[src/rtl/vvm_cfg_sequencer.sv]
// vvm_cfg_sequencer
//
// Configuration sequencer for the vvm_dsp down-converter / CIC / IIR chain.
// A request (LO FTW, CIC period, CIC shift, IIR shift, settle frame count)
// is applied to the DSP in a single cycle. The DSP is then held in reset for
// FLUSH_CYCLES cycles to flush its pipelines, and a programmable number of
// result frames are discarded before measurements are flagged valid. While
// settling or locked, the result strobe is supervised. If no frame arrives
// within TIMEOUT cycles, the sequencer drops back to IDLE and raises a
// sticky error.
//
// Handshake: a request transfers on a rising sample_clk edge where
// cfg_valid && cfg_ready. cfg_ready depends only on state (low in FLUSH), so
// it never depends combinationally on cfg_valid. A requester may hold
// cfg_valid high with stable fields until the transfer edge.
//
// Ports
//   sample_clk, sample_rst_n : clock, async active-low reset
//   cfg_*                    : request fields; cfg_valid / cfg_ready handshake
//   ftw, cic_period, cic_shift, iir_shift : applied configuration to vvm_dsp
//   dsp_rst                  : active-high reset to vvm_dsp
//   dsp_strobe               : result strobe from vvm_dsp (frame = rising edge)
//   meas_valid, meas_strobe  : settled flag, one-cycle pulse per locked frame
//   busy, err, cfg_seq       : status (FLUSH/SETTLE, sticky timeout, accept count)
//   dbg_state                : current FSM state (0 IDLE, 1 FLUSH, 2 SETTLE, 3 LOCKED)
module vvm_cfg_sequencer #(
  parameter int FLUSH_CYCLES   = 16,
  parameter int TIMEOUT        = 65535,
  parameter int DEF_CIC_PERIOD = 100,
  parameter int DEF_CIC_SHIFT  = 2,
  parameter int DEF_IIR_SHIFT  = 4
) (
  input  logic        sample_clk,
  input  logic        sample_rst_n,
  input  logic [31:0] cfg_ftw,
  input  logic [12:0] cfg_cic_period,
  input  logic [3:0]  cfg_cic_shift,
  input  logic [5:0]  cfg_iir_shift,
  input  logic [7:0]  cfg_settle,
  input  logic        cfg_valid,
  output logic        cfg_ready,
  output logic [31:0] ftw,
  output logic [12:0] cic_period,
  output logic [3:0]  cic_shift,
  output logic [5:0]  iir_shift,
  output logic        dsp_rst,
  input  logic        dsp_strobe,
  output logic        meas_valid,
  output logic        meas_strobe,
  output logic        busy,
  output logic        err,
  output logic [7:0]  cfg_seq,
  output logic [1:0]  dbg_state
);

  // Flush counter holds FLUSH_CYCLES-1 down to 0; timeout counter holds
  // TIMEOUT-1 down to 0.
  localparam int FW = (FLUSH_CYCLES > 1) ? $clog2(FLUSH_CYCLES) : 1;
  localparam int TW = $clog2(TIMEOUT);
  localparam logic [FW-1:0] FLUSH_LOAD = FW'(FLUSH_CYCLES - 1);
  localparam logic [TW-1:0] TO_LOAD    = TW'(TIMEOUT - 1);

  typedef enum logic [1:0] {
    ST_IDLE   = 2'd0,
    ST_FLUSH  = 2'd1,
    ST_SETTLE = 2'd2,
    ST_LOCKED = 2'd3
  } state_t;

  state_t        state_q, state_d;
  logic [FW-1:0] flush_cnt;
  logic [TW-1:0] to_cnt;
  logic [7:0]    settle_cnt;
  logic          strobe_d;

  logic accept, frame, flush_done, to_done, timeout_hit;

  assign accept     = cfg_valid && cfg_ready;
  assign frame      = dsp_strobe && !strobe_d;
  assign flush_done = (flush_cnt == '0);
  assign to_done    = (to_cnt == '0);

  always_comb begin
    state_d     = state_q;
    timeout_hit = 1'b0;
    case (state_q)
      ST_IDLE: ;
      ST_FLUSH:
        if (flush_done) state_d = (settle_cnt == 8'd0) ? ST_LOCKED : ST_SETTLE;
      ST_SETTLE:
        if (frame) begin
          if (settle_cnt == 8'd1) state_d = ST_LOCKED;
        end else if (to_done) begin
          state_d     = ST_IDLE;
          timeout_hit = 1'b1;
        end
      ST_LOCKED:
        // A frame on the terminal count keeps the lock alive.
        if (!frame && to_done) begin
          state_d     = ST_IDLE;
          timeout_hit = 1'b1;
        end
      default: state_d = ST_IDLE;
    endcase
    // A new request overrides any frame or timeout on the same edge.
    if (accept) begin
      state_d     = ST_FLUSH;
      timeout_hit = 1'b0;
    end
  end

  always_ff @(posedge sample_clk or negedge sample_rst_n) begin
    if (!sample_rst_n) begin
      state_q     <= ST_IDLE;
      ftw         <= '0;
      cic_period  <= 13'(DEF_CIC_PERIOD);
      cic_shift   <= 4'(DEF_CIC_SHIFT);
      iir_shift   <= 6'(DEF_IIR_SHIFT);
      err         <= 1'b0;
      cfg_seq     <= '0;
      strobe_d    <= 1'b0;
      meas_strobe <= 1'b0;
      flush_cnt   <= '0;
      to_cnt      <= '0;
      settle_cnt  <= '0;
    end else begin
      state_q     <= state_d;
      strobe_d    <= dsp_strobe;
      meas_strobe <= (state_q == ST_LOCKED) && frame && !accept;
      if (accept) begin
        ftw        <= cfg_ftw;
        cic_period <= cfg_cic_period;
        cic_shift  <= cfg_cic_shift;
        iir_shift  <= cfg_iir_shift;
        settle_cnt <= cfg_settle;
        flush_cnt  <= FLUSH_LOAD;
        cfg_seq    <= cfg_seq + 8'd1;
        err        <= 1'b0;
      end else begin
        if (timeout_hit) err <= 1'b1;
        if (state_q == ST_FLUSH) begin
          // Arm the watchdog as the DSP leaves reset (SETTLE or LOCKED).
          if (flush_done) to_cnt <= TO_LOAD;
          else            flush_cnt <= flush_cnt - 1'b1;
        end
        if (state_q == ST_SETTLE || state_q == ST_LOCKED) begin
          if (frame) begin
            to_cnt <= TO_LOAD;
            if (state_q == ST_SETTLE) settle_cnt <= settle_cnt - 8'd1;
          end else if (!to_done) begin
            to_cnt <= to_cnt - 1'b1;
          end
        end
      end
    end
  end

  assign cfg_ready  = (state_q != ST_FLUSH);
  assign dsp_rst    = (state_q == ST_IDLE) || (state_q == ST_FLUSH);
  assign meas_valid = (state_q == ST_LOCKED);
  assign busy       = (state_q == ST_FLUSH) || (state_q == ST_SETTLE);
  assign dbg_state  = state_q;

endmodule

[config.mk]
export PLATFORM = sky130hd
export DESIGN_NAME = vvm_cfg_sequencer
export DESIGN_NICKNAME = d
export VERILOG_FILES = /design/src/rtl/vvm_cfg_sequencer.sv
export SDC_FILE = /design/constraint.sdc
export NUM_CORES = 1
export LEC_CHECK = 0
export BUFFER_PORTS_ARGS = -buffer_cell sky130_fd_sc_hd__buf_2
export CAP_MARGIN = 20
export CORE_UTILIZATION = 55
export DETAILED_ROUTE_END_ITERATION = 16
export GPL_TIMING_DRIVEN = 1
export PLACE_DENSITY = 0.9
export SYNTH_ARGS = -nofsm -noshare
export SYNTH_HDL_FRONTEND = slang
export SYNTH_SLANG_ARGS = --single-unit
[constraint.sdc]
create_clock -name sample_clk -period 4.5 [get_ports sample_clk]
set_input_delay 0 -clock sample_clk [delete_from_list [all_inputs] [get_ports sample_clk]]
set_output_delay 0 -clock sample_clk [all_outputs]
set_load 0.01 [all_outputs]
-- After elaboration in Yosys (flattened, before gate mapping)
Index checks and enable logic that the tools add are counted.
- add/subtract/negate cells: 4
- multiply operators: 0
- divide/modulo/power cells: 0
- $lt $le $gt $ge: 0
- eq/ne operators: 10
- shifts and indexed selects: 0
- multiplexer cells: 27
- bitwise operators: 0
- reductions and logical operators: 24
- operators by type and width (operator ; count):
    two-way mux 16 bit ; 5
    two-way mux 8 bit ; 4
    zero test 16 bit ; 1
    subtractor 16 x 1 -> 16 bit (second input constant) ; 1
    two-way mux 2 bit ; 6
    two-way mux 4 bit ; 3
    nonzero test 2 bit ; 5
    adder 8 x 1 -> 8 bit (second input constant) ; 1
    == test 8 x 1 -> 1 bit (second input constant) ; 1
    zero test 8 bit ; 1
    != test 4 bit (second input constant) ; 2
    subtractor 8 x 1 -> 8 bit (second input constant) ; 1
    two-way mux 1 bit ; 7
    case mux 2 bit (3 select lines) ; 1
    logical AND 1 bit ; 5
    AND reduction 5 bit ; 1
    == test 2 bit (second input constant) ; 2
    zero test 4 bit ; 1
    nonzero test 4 bit ; 1
    subtractor 4 x 1 -> 4 bit (second input constant) ; 1
    zero test 1 bit ; 3
    logical OR 1 bit ; 3
    != test 3 x 1 -> 1 bit (second input constant) ; 1
    != test 3 bit (second input constant) ; 1
    7 further kinds ; 7
- register bits: 96
- latch bits: 0
- memory bits (writable): 0
- bits in read-only memories: 0
- input bits: 67
- output and inout bits: 71
- word-level logic and storage cells: 77
- memories: 0

-- Longest topological paths before layout
Gate-level depths: netlist (run 1).
- depth in word-level cells: 9
- mapped depth: 9
- mapped depth without buffers: 7

-- Least setup slack after synthesis (run 1)
OpenSTA, ideal clock, no wires.
- path type: flip-flop to flip-flop
- start point: register state_q[0] (netlist: dbg_state[0])
- end point: register to_cnt[4]
- setup time: 0.121 ns
- data arrival time: 1.933 ns
- required time: 4.379 ns
- setup slack: 2.446 ns
- cell stages (with the launch flop): 10
- clock period less this slack: 2.054 ns
- cell sequence: dfrtp_1 -> inv_1 -> ha_1 -> or2_2 -> clkbuf_1 -> o21ai_0 -> a41oi_2 -> buf_6 -> o31a_1 -> o22a_1
- word-level cells in the longest chain between the ends: 5
- ends and longest elaborated chain (what ; line ; RTL):
    start, declared ; 70 ; state_t state_q, state_d;
    start signal, assigned ; 127 ; state_q <= state_d;
    == test 2 x 1 -> 1 bit ; 141 ; if (state_q == ST_FLUSH) begin
    two-way mux 16 bit ; 141 ;
    two-way mux 16 bit ; 150 ; end else if (!to_done) begin
    two-way mux 16 bit ; 147 ; if (frame) begin
    two-way mux 16 bit ; 146 ; if (state_q == ST_SETTLE || state_q == ST_LOCKED) begin
    end signal, assigned ; 151 ; to_cnt <= to_cnt - 1'b1;
    end, declared ; 72 ; logic [TW-1:0] to_cnt;
Parallel ways exist; a longest one is shown, timed or not.
A chain may end at the register's enable or synchronous reset.

-- Worst setup path in the final report (run 1)
- start point: register state_q[1] (netlist: dbg_state[1])
- end point: register to_cnt[13]
The elaborated chain is that of the path after synthesis.

==> impl_metrics.ini, run 1 <==
[power_and_ir_drop]
netSwitchingPower_w = 0.00154
p_int_w = 0.00216
p_sw_frac = 0.417
pwr-share-comb = 0.422
seq_power_share = 0.420
total_leakage_power_nw = 3.06
ir_drop_mv = 0.391
powerDensity_mw_per_mm2 = 612
power_frac_clock = 0.158

[clock_network]
hold_buffers = 65
post_cts_resize_count = 0
cts_htree_levels = 3
worstSkewPairLatency_ps = 360
numClockSinks = 96
cts_tree = built
cts.clk_slew.worst_paths_ps = 100
cts_buffers = 9
clockBufferDepth = 2
root_buffer = clkbuf_8
cts_setup_buffers = 0

[sta]
min_period_ps = 2790
tns_ps = 0
slew_viol_final = 0
hold_viol = 0
tightestPinTransition_ps = 815
fmax_ghz = 0.359
finalSetupViolCount = 0
rsz0062_at_grt = no
fin_crit_sh = 0.619
skew_ps = 14.5
slew_headroom = 0.457

[floorplan]
fp.dieW_um = 91.9
core_mm2 = 0.00777
num_rows = 32
ios = 138
dieArea_mm2 = 0.00844
die_h_um = 91.9
start_util = 0.572

[synthesis]
synth_edf_count = 0
synth.avg_cell_area_um2 = 9.18
ys_seq_elements = 96
synthFlopType = dfrtp_1
syn_nets = 561
synth_cells = 484
yosysSeqAreaShare = 0.542
syn_area_mm2 = 0.00444
yosys-top-cells-count = nand2_1, dfrtp_1, o21ai_0
ys_async_sr_fraction = 1.00
synth_area_leader_cell = dfrtp_1
synth_top_area_share = 0.513
yosysMostFrequentCell = nand2_1
ys_top_cells_by_area = dfrtp_1, nand2_1, dfstp_2
yosysWarnings = 0
synth_cell_types = 57

[global_routing]
grtUsageMet2 = 0.511
gr-total-overflow = 0
grt_max_degree = 77
grt_use_total = 0.302
antenna_found_initial = 0
grt_util_met3 = 0.0473
grt_pass1_vias = 4418
met1_usage = 0.369
grt_pass1_wl_um = 19900
busiest_layer = met2

[route]
dr.pass1.iters = 4
vias_per_cell = 5.55
detail-route-antenna-nets = 0
vias = 4359
drc = 0
totalWireLength_um = 12400
wire_per_inst_um = 15.8
drtIter0Drc = 292

[critical_path]
worst_setup_path_start_kind = flop
crit_fanout = 41
crit_type = reg -> reg
arrival_ps = 3070
cp.required_ps = 4780
r2r_cells = 7
crit_path_end_kind = flop
worstReg2RegEnd = to_cnt[13]
r2r_setup_slack_ps = 1710
r2r_start = dbg_state[1]

[layout]
drive_gt1_frac = 0.254
fin_cells = 786
syn2layout_area_growth_pct = 36.0
final_area_mm2 = 0.00604
fin_nets = 756
antenna_cells = 0

[placement]
post_dp_cell_area_mm2 = 0.00518
dp_cells = 705
gp_congestion = 0.823
post-dp-hpwl_um = 7070
portBuffers = 137

[run]
max_cap_viol_count = 0

[outcome]
outcome = completed

[hold_path]
hp-class = in -> async
==> power by group through the flow <==
stage,clock network [W],registers (W),logic [W]
2_1_floorplan,0,0.00163,0.000816
3_3_place_gp,0,0.00152,0.00140
3_5_place_dp,0,0.00153,0.00147
4_1_cts,0.000587,0.00153,0.00151
5_1_grt,0.000622,0.00159,0.00171
6_report,0.000584,0.00155,0.00156
==> flip-flops by register name, summed over array words and instances, names as in the netlist <==
register and flops:
ftw 32, to_cnt 16, cic_period 13, cfg_seq 8
settle_cnt 8, iir_shift 6, cic_shift 4, flush_cnt 4
dbg_state 2, err 1, meas_strobe 1, strobe_d 1
==> layer usage <==
| metal | part of all wire | wire length, um | vias to the layer above |
|---|---|---|---|
| li1 | - | - | 1994 |
| met1 | 0.40 | 4930 | 2093 |
| met2 | 0.50 | 6200 | 232 |
| met3 | 0.069 | 855 | 40 |
| met4 | 0.037 | 457 | 0 |
| met5 | 0 | 0 | - |
==> worst max-delay path by stage <==
stage	endpoint	depth (start not counted)	from	slack, ps
after global routing	to_cnt[5]	7	dbg_state[1]	1550
after detailed placement	dbg_state[0]	7	dbg_state[1]	1790
after global placement	to_cnt[5]	7	dbg_state[1]	1890
after CTS	dbg_state[0]	7	dbg_state[1]	1770
after floorplan	to_cnt[4]	9	dbg_state[0]	2450
final	to_cnt[13]	7	dbg_state[1]	1710
==> critical path: stages (launching register included) <==
cell      delay [ps]
dfrtp_1          450
inv_1            110
ha_1             290
nand2b_2         700
o21ai_0          250
a41oi_2          520
o21ai_0          200
o21ai_0          200
==> cell usage in the layout, fill, tap and decap left out, types with 7 or more instances in the layout <==
| cell type | instances |
|---|---|
| a21oi_1 | 9 |
| buf_2 | 136 |
| clkbuf_8 | 10 |
| dfrtp_1 | 91 |
| dlygate4sd3_1 | 65 |
| ha_1 | 10 |
| inv_1 | 10 |
| nand2_1 | 193 |
| nand3_1 | 9 |
| nor2_1 | 18 |
| nor3_1 | 14 |
| o21ai_0 | 21 |
| o31ai_1 | 7 |
| xnor2_1 | 13 |
==> per-stage QoR <==
stage          total power [W]  setup WS, ps   util  hold slack, ps
3_3_place_gp           0.00292          1890  0.668            5.55
3_5_place_dp           0.00300          1790  0.668            12.5
5_1_grt                0.00392          1550  0.778             189
2_1_floorplan          0.00245          2450      -            -296
4_1_cts                0.00362          1770  0.778             167
6_report               0.00369          1710  0.778             155
==> kinds of logic (layout without fill, tap and decap cells) <==
family / count (synthesis) / count (layout) / synth area share
DFF: 96 / 96 / 0.542
muxes: 2 / 2 / 0.00479
and+or+nand+nor: 263 / 263 / 0.256
xor gates and xnor gates: 16 / 16 / 0.0316
adders and majority gates: 10 / 10 / 0.0282
AOI/OAI and AO/OA: 66 / 66 / 0.105
buffers and inverters: 31 / 231 / 0.0321
==> area by class of cell <==
class / count / area (um^2)
repair buffers: 205 / 1360
multi-input cells: 357 / 1900
clock buffers: 11 / 141
fillers: 469 / 1730
inverters: 10 / 37.5
well taps: 102 / 128
clock inverters: 5 / 63.8
flip-flops and latches: 96 / 2410
No activity file was read; power rests on OpenSTA's default activity.
==> run 2, diff against run 1 <==
--- a/config.mk
+++ b/config.mk
@@ -7,10 +7,10 @@
 export LEC_CHECK = 0
 export BUFFER_PORTS_ARGS = -buffer_cell sky130_fd_sc_hd__buf_2
 export CAP_MARGIN = 20
-export CORE_UTILIZATION = 55
+export CORE_UTILIZATION = 46
 export DETAILED_ROUTE_END_ITERATION = 16
 export GPL_TIMING_DRIVEN = 1
-export PLACE_DENSITY = 0.9
+export PLACE_DENSITY = 0.81
 export SYNTH_ARGS = -nofsm -noshare
 export SYNTH_HDL_FRONTEND = slang
 export SYNTH_SLANG_ARGS = --single-unit
==> constraint.sdc (replaced) <==
create_clock -name sample_clk -period 2.3 [get_ports sample_clk]
set_input_delay 0 -clock sample_clk [delete_from_list [all_inputs] [get_ports sample_clk]]
set_output_delay 0 -clock sample_clk [all_outputs]
set_load 0.01 [all_outputs]
==> run 2 against run 1 <==
Net effect:
- via count is 4.5% lower
- maximum frequency rose by 28%
- die area grew 19%
- first-iteration DRC count fell by 15%
- design area grew 2.1%
- highest routed layer unchanged
==> impl_metrics.ini, run 2 (synthesis gave the netlist of run 1 again) <==
[route]
drc = 0
vias_per_cell = 5.06
drtIter0Drc = 248
totalWireLength_um = 11500
vias = 4163
dr.pass1.iters = 5
detail-route-antenna-nets = 0
wire_per_inst_um = 14.0

[layout]
antenna_cells = 0
syn2layout_area_growth_pct = 38.9
top_register = ftw
drive_gt1_frac = 0.266
layout_common_cells = nand2_1, buf_2, dfrtp_1, dlygate4sd3_1, o21ai_0
largest_register_ffs = 32
fin_cells = 822
fin_nets = 765
final_common_cell = nand2_1
reg_top3 = ftw (32), to_cnt (16), cic_period (13)

[critical_path]
crit_type = reg -> reg
cp.required_ps = 2550
crit_path_cell_trace = inv_1 > ha_1 > nor2_1 > o21ai_0 > o31a_2 > o22a_2
r2r_start = dbg_state[0]
cpMaxStageDelayCell = dfrtp_1
critPathMaxStageDelay_ps = 430
crit_family = compound AO/OA/AOI/OAI gates
crit_fanout = 6
r2r_cells = 6
path_buf_inv = 1
arrival_ps = 2420
crit_path_end_kind = flop
worstReg2RegEnd = to_cnt[2]
r2r_setup_slack_ps = 120
worst_setup_path_start_kind = flop

[clock_network]
clockBufferDepth = 2
cts_tree = built
cts.clk_slew.worst_paths_ps = 100
worstSkewPairLatency_ps = 360
cts_htree_levels = 3
root_buffer = clkbuf_8
cts_buffers = 9
numClockSinks = 96

[floorplan]
num_rows = 35
dieArea_mm2 = 0.0101
start_util = 0.478
fp.dieW_um = 100
die_h_um = 100
core_mm2 = 0.00928
ios = 138

[global_routing]
grt_pass1_vias = 4007
grt_use_total = 0.238
gr-total-overflow = 0
antenna_found_initial = 0
grt_pass1_wl_um = 19000
grt_max_degree = 77

[power_and_ir_drop]
ir_drop_mv = 0.616
powerDensity_mw_per_mm2 = 1170
total_leakage_power_nw = 3.12

[sta]
rsz0062_at_grt = yes
fin_crit_sh = 0.946
slew_headroom = 0.593
min_period_ps = 2180
slew_viol_final = 0
hold_viol = 0
tightestPinTransition_ps = 604
skew_ps = 9.53
finalSetupViolCount = 0
whs_ps = 124
fmax_ghz = 0.460

[placement]
gp_congestion = 0.845
post-dp-hpwl_um = 7070
portBuffers = 137
dp_cells = 741

[hold_path]
hp-class = in -> async

[outcome]
outcome = completed

[run]
max_cap_viol_count = 0
## run 2: cell types whose count changed in the layout (fill, tap and decap cells not counted)
cell	delta
buf_4	+6
buf_6	+2
buf_12	+1
clkinv_4	-1
inv_6	+1
nor4bb_1	-1
nor4bb_2	+1
## run 2: how the worst max path moves through the flow
stage | startpoint | end | slack, ps | cells after the start
after floorplan | dbg_state[0] | to_cnt[4] | 250 | 9
after global placement | to_cnt[0] | to_cnt[2] | 230 | 8
after detailed placement | dbg_state[0] | to_cnt[2] | 160 | 8
after CTS | dbg_state[0] | to_cnt[2] | 140 | 8
after global routing | dbg_state[1] | to_cnt[14] | -40 | 8
final | dbg_state[0] | to_cnt[2] | 120 | 6
## run 2: worst register-to-register path: stages, from the launching register on
cell,delay (ps)
dfrtp_1,430
inv_1,110
ha_1,260
nor2_1,350
o21ai_0,300
o31a_2,390
o22a_2,220
## run 2: timing repair
action | in CTS | in global routing
hold endpoints to repair | 96 | 0
hold buffers | 65 | 0
buffers inserted | 0 | 0
setup endpoints to repair | 0 | 12
gates resized for setup | 0 | 3
## run 2: layer usage
metal	share of wire	routed length, um	GRT usage	vias up
met1	0.43	4910	0.307	1959
met5	0	0	0	-
met4	0.017	200	0.0624	0
met3	0.060	691	0.0578	23
li1	-	-	-	2012
met2	0.50	5730	0.403	169
## run 2: where the power goes
| part | switching, W | internal, W | total (W) |
|---|---|---|---|
| registers | 0.000543 | 0.00245 | 0.00300 |
| logic | 0.00178 | 0.00128 | 0.00306 |
| clock network | 0.000599 | 0.000543 | 0.00114 |
## run 2: final cells by class
cell class / instances / area [um^2]
fill: 716 / 3120
sequential: 96 / 2410
multi-input combinational: 357 / 1910
timing repair buffer: 214 / 1450
tap: 129 / 161
clock buffer: 11 / 141
clock inverter: 5 / 63.8
inverter: 10 / 37.5
## run 2: per-stage QoR
| step | setup TNS (ps) | util | worst slack [ps] | instance area, um^2 | power, W |
|---|---|---|---|---|---|
| 6_report | 0 | 0.664 | 124 | 6170 | 0.00720 |
| 5_1_grt | -38.4 | 0.664 | -37.2 | 6170 | 0.00777 |
| 4_1_cts | 0 | 0.663 | 136 | 6150 | 0.00717 |
| 3_5_place_dp | 0 | 0.571 | 158 | 5300 | 0.00594 |
| 3_3_place_gp | 0 | 0.571 | 227 | 5300 | 0.00579 |
| 2_1_floorplan | 0 | - | 246 | 4440 | 0.00479 |
==> run 3, diff against run 2 <==
--- a/config.mk
+++ b/config.mk
@@ -7,10 +7,10 @@
 export LEC_CHECK = 0
 export BUFFER_PORTS_ARGS = -buffer_cell sky130_fd_sc_hd__buf_2
 export CAP_MARGIN = 20
-export CORE_UTILIZATION = 46
+export CORE_UTILIZATION = 55
 export DETAILED_ROUTE_END_ITERATION = 16
 export GPL_TIMING_DRIVEN = 1
-export PLACE_DENSITY = 0.81
+export PLACE_DENSITY = 0.9
 export SYNTH_ARGS = -nofsm -noshare
 export SYNTH_HDL_FRONTEND = slang
 export SYNTH_SLANG_ARGS = --single-unit
==> constraint.sdc (replaced) <==
create_clock -name sample_clk -period 2.61 [get_ports sample_clk]
set_input_delay 0 -clock sample_clk [delete_from_list [all_inputs] [get_ports sample_clk]]
set_output_delay 0 -clock sample_clk [all_outputs]
set_load 0.01 [all_outputs]
==> run 3 against run 2 <==
Net effect:
- sequential power down 11%
- critical path depth up 3
- worst hold slack better by 66 ps
- sequential share of layout area up 0.34 points
- critical path type unchanged
- highest routed layer unchanged
==> impl_metrics.ini, run 3 (synthesis gave the netlist of run 1 again) <==
[critical_path]
crit_family = compound AO/OA/AOI/OAI gates
path_buf_inv = 3
path_depth = 9
crit_type = reg -> reg
cpMaxStageDelayCell = nor4bb_1
arrival_ps = 2720
startpoint = dbg_state[1]
crit_path_cell_trace = inv_1 > ha_1 > nor4bb_1 > o21ai_0 > a41oi_2 > buf_4 > buf_12 > o31a_2 > o22a_2
crit_fanout = 9
critPathMaxStageDelay_ps = 540
crit_path_end_kind = flop
r2r_cells = 9
worstReg2RegEnd = to_cnt[2]
r2r_start = dbg_state[1]
worst_setup_path_start_kind = flop
cp.required_ps = 2920
r2r_setup_slack_ps = 200

[global_routing]
grt_pass1_wl_um = 21400
grt_max_degree = 97
grt_use_total = 0.323
gr-total-overflow = 0
antenna_found_initial = 0
grt_pass1_vias = 4522

[floorplan]
fp.dieW_um = 91.9
start_util = 0.572
ios = 138
die_h_um = 91.9
core_mm2 = 0.00777
num_rows = 32
dieArea_mm2 = 0.00844

[sta]
skew_ps = 25.0
fmax_ghz = 0.415
min_period_ps = 2410
fin_ws_ps = 200
rsz0062_at_grt = no
finalSetupViolCount = 0
tightestPinTransition_ps = 778
hold_viol = 0
slew_headroom = 0.481
whs_ps = 189
tns_ps = 0
slew_viol_final = 0
fin_crit_sh = 0.923

[route]
vias = 4446
wire_per_inst_um = 16.7
detail-route-antenna-nets = 0
drtIter0Drc = 384
totalWireLength_um = 13200
drc = 0
dr.pass1.iters = 5
vias_per_cell = 5.61

[layout]
layout_common_cells = nand2_1, buf_2, dfrtp_1, dlygate4sd3_1, o21ai_0
fin_cells = 792
fin_nets = 762
final_common_cell = nand2_1
antenna_cells = 0
syn2layout_area_growth_pct = 37.7
top_register = ftw
reg_top3 = ftw (32), to_cnt (16), cic_period (13)
drive_gt1_frac = 0.262
n_fill_cell = 454
largest_register_ffs = 32

[clock_network]
root_buffer = clkbuf_8
cts_buffers = 9
cts_tree = built
cts.clk_slew.worst_paths_ps = 110
cts_htree_levels = 3
worstSkewPairLatency_ps = 370
clockBufferDepth = 2
numClockSinks = 96

[placement]
pre_cts_ws_ps = 128
post-dp-hpwl_um = 7470
gp_congestion = 0.912
portBuffers = 137
dp_cells = 709

[power_and_ir_drop]
total_leakage_power_nw = 3.11
powerDensity_mw_per_mm2 = 1070
ir_drop_mv = 0.562

[hold_path]
hp-class = in -> async

[run]
max_cap_viol_count = 0

[outcome]
outcome = completed
==> run 3: cell types whose count changed in the layout (fill, tap and decap cells not counted), sizes merged <==
cell	change
clkbuf	-1
inv	+1
buf	-3
==> run 3: cell type report <==
| cell class | instances | area (um^2) | area share |
|---|---|---|---|
| clock buffers | 10 | 138 | 0.0225 |
| repair buffers | 211 | 1430 | 0.234 |
| well taps | 102 | 128 | 0.0209 |
| multi-input cells | 357 | 1900 | 0.311 |
| flip-flops and latches | 96 | 2410 | 0.394 |
| clock inverters | 6 | 72.6 | 0.0119 |
| inverters | 10 | 37.5 | 0.00614 |
==> run 3: what timing repair did <==
item,in CTS,in global routing
resized for setup,0,0
setup endpoints to repair,0,9
hold buffers,65,0
hold endpoints to repair,155,0
buffers inserted,0,2
==> run 3: worst reg2reg max path: cells and delay by family, from the launching register on <==
kind / cells / cell delay [ps]
buffers and inverters: 3 / 440
and+or+nand+nor: 1 / 540
DFF: 1 / 460
AOI/OAI and AO/OA: 4 / 630
adders and majority gates: 1 / 310
==> run 3: through the flow <==
step	instance area, um^2	util	total power (W)
detailed placement	5230	0.673	0.00522
floorplan	4440	-	0.00422
finish	6120	0.787	0.00653
CTS	6090	0.784	0.00634
global placement	5230	0.673	0.00506
global route	6120	0.787	0.00694
==> run 3: power by group <==
group	total [W]	switching [W]	internal, W
clock network	0.00104	0.000561	0.000482
logic	0.00281	0.00167	0.00114
registers	0.00268	0.000518	0.00216
total	0.00653	0.00275	0.00378
==> run 3: how the worst max path moves through the flow <==
stage	end
6_report	to_cnt[2]
5_1_grt	to_cnt[11]
4_1_cts	to_cnt[13]
3_5_place_dp	to_cnt[13]
3_3_place_gp	to_cnt[2]
2_1_floorplan	to_cnt[4]
==> run 3: layer usage <==
| layer | vias to the layer above | global-route usage | wire [um] |
|---|---|---|---|
| li1 | 2016 | - | - |
| met1 | 2139 | 0.388 | 5010 |
| met2 | 248 | 0.564 | 6840 |
| met3 | 43 | 0.0746 | 970 |
| met4 | 0 | 0.122 | 383 |
| met5 | - | 0 | 0 |
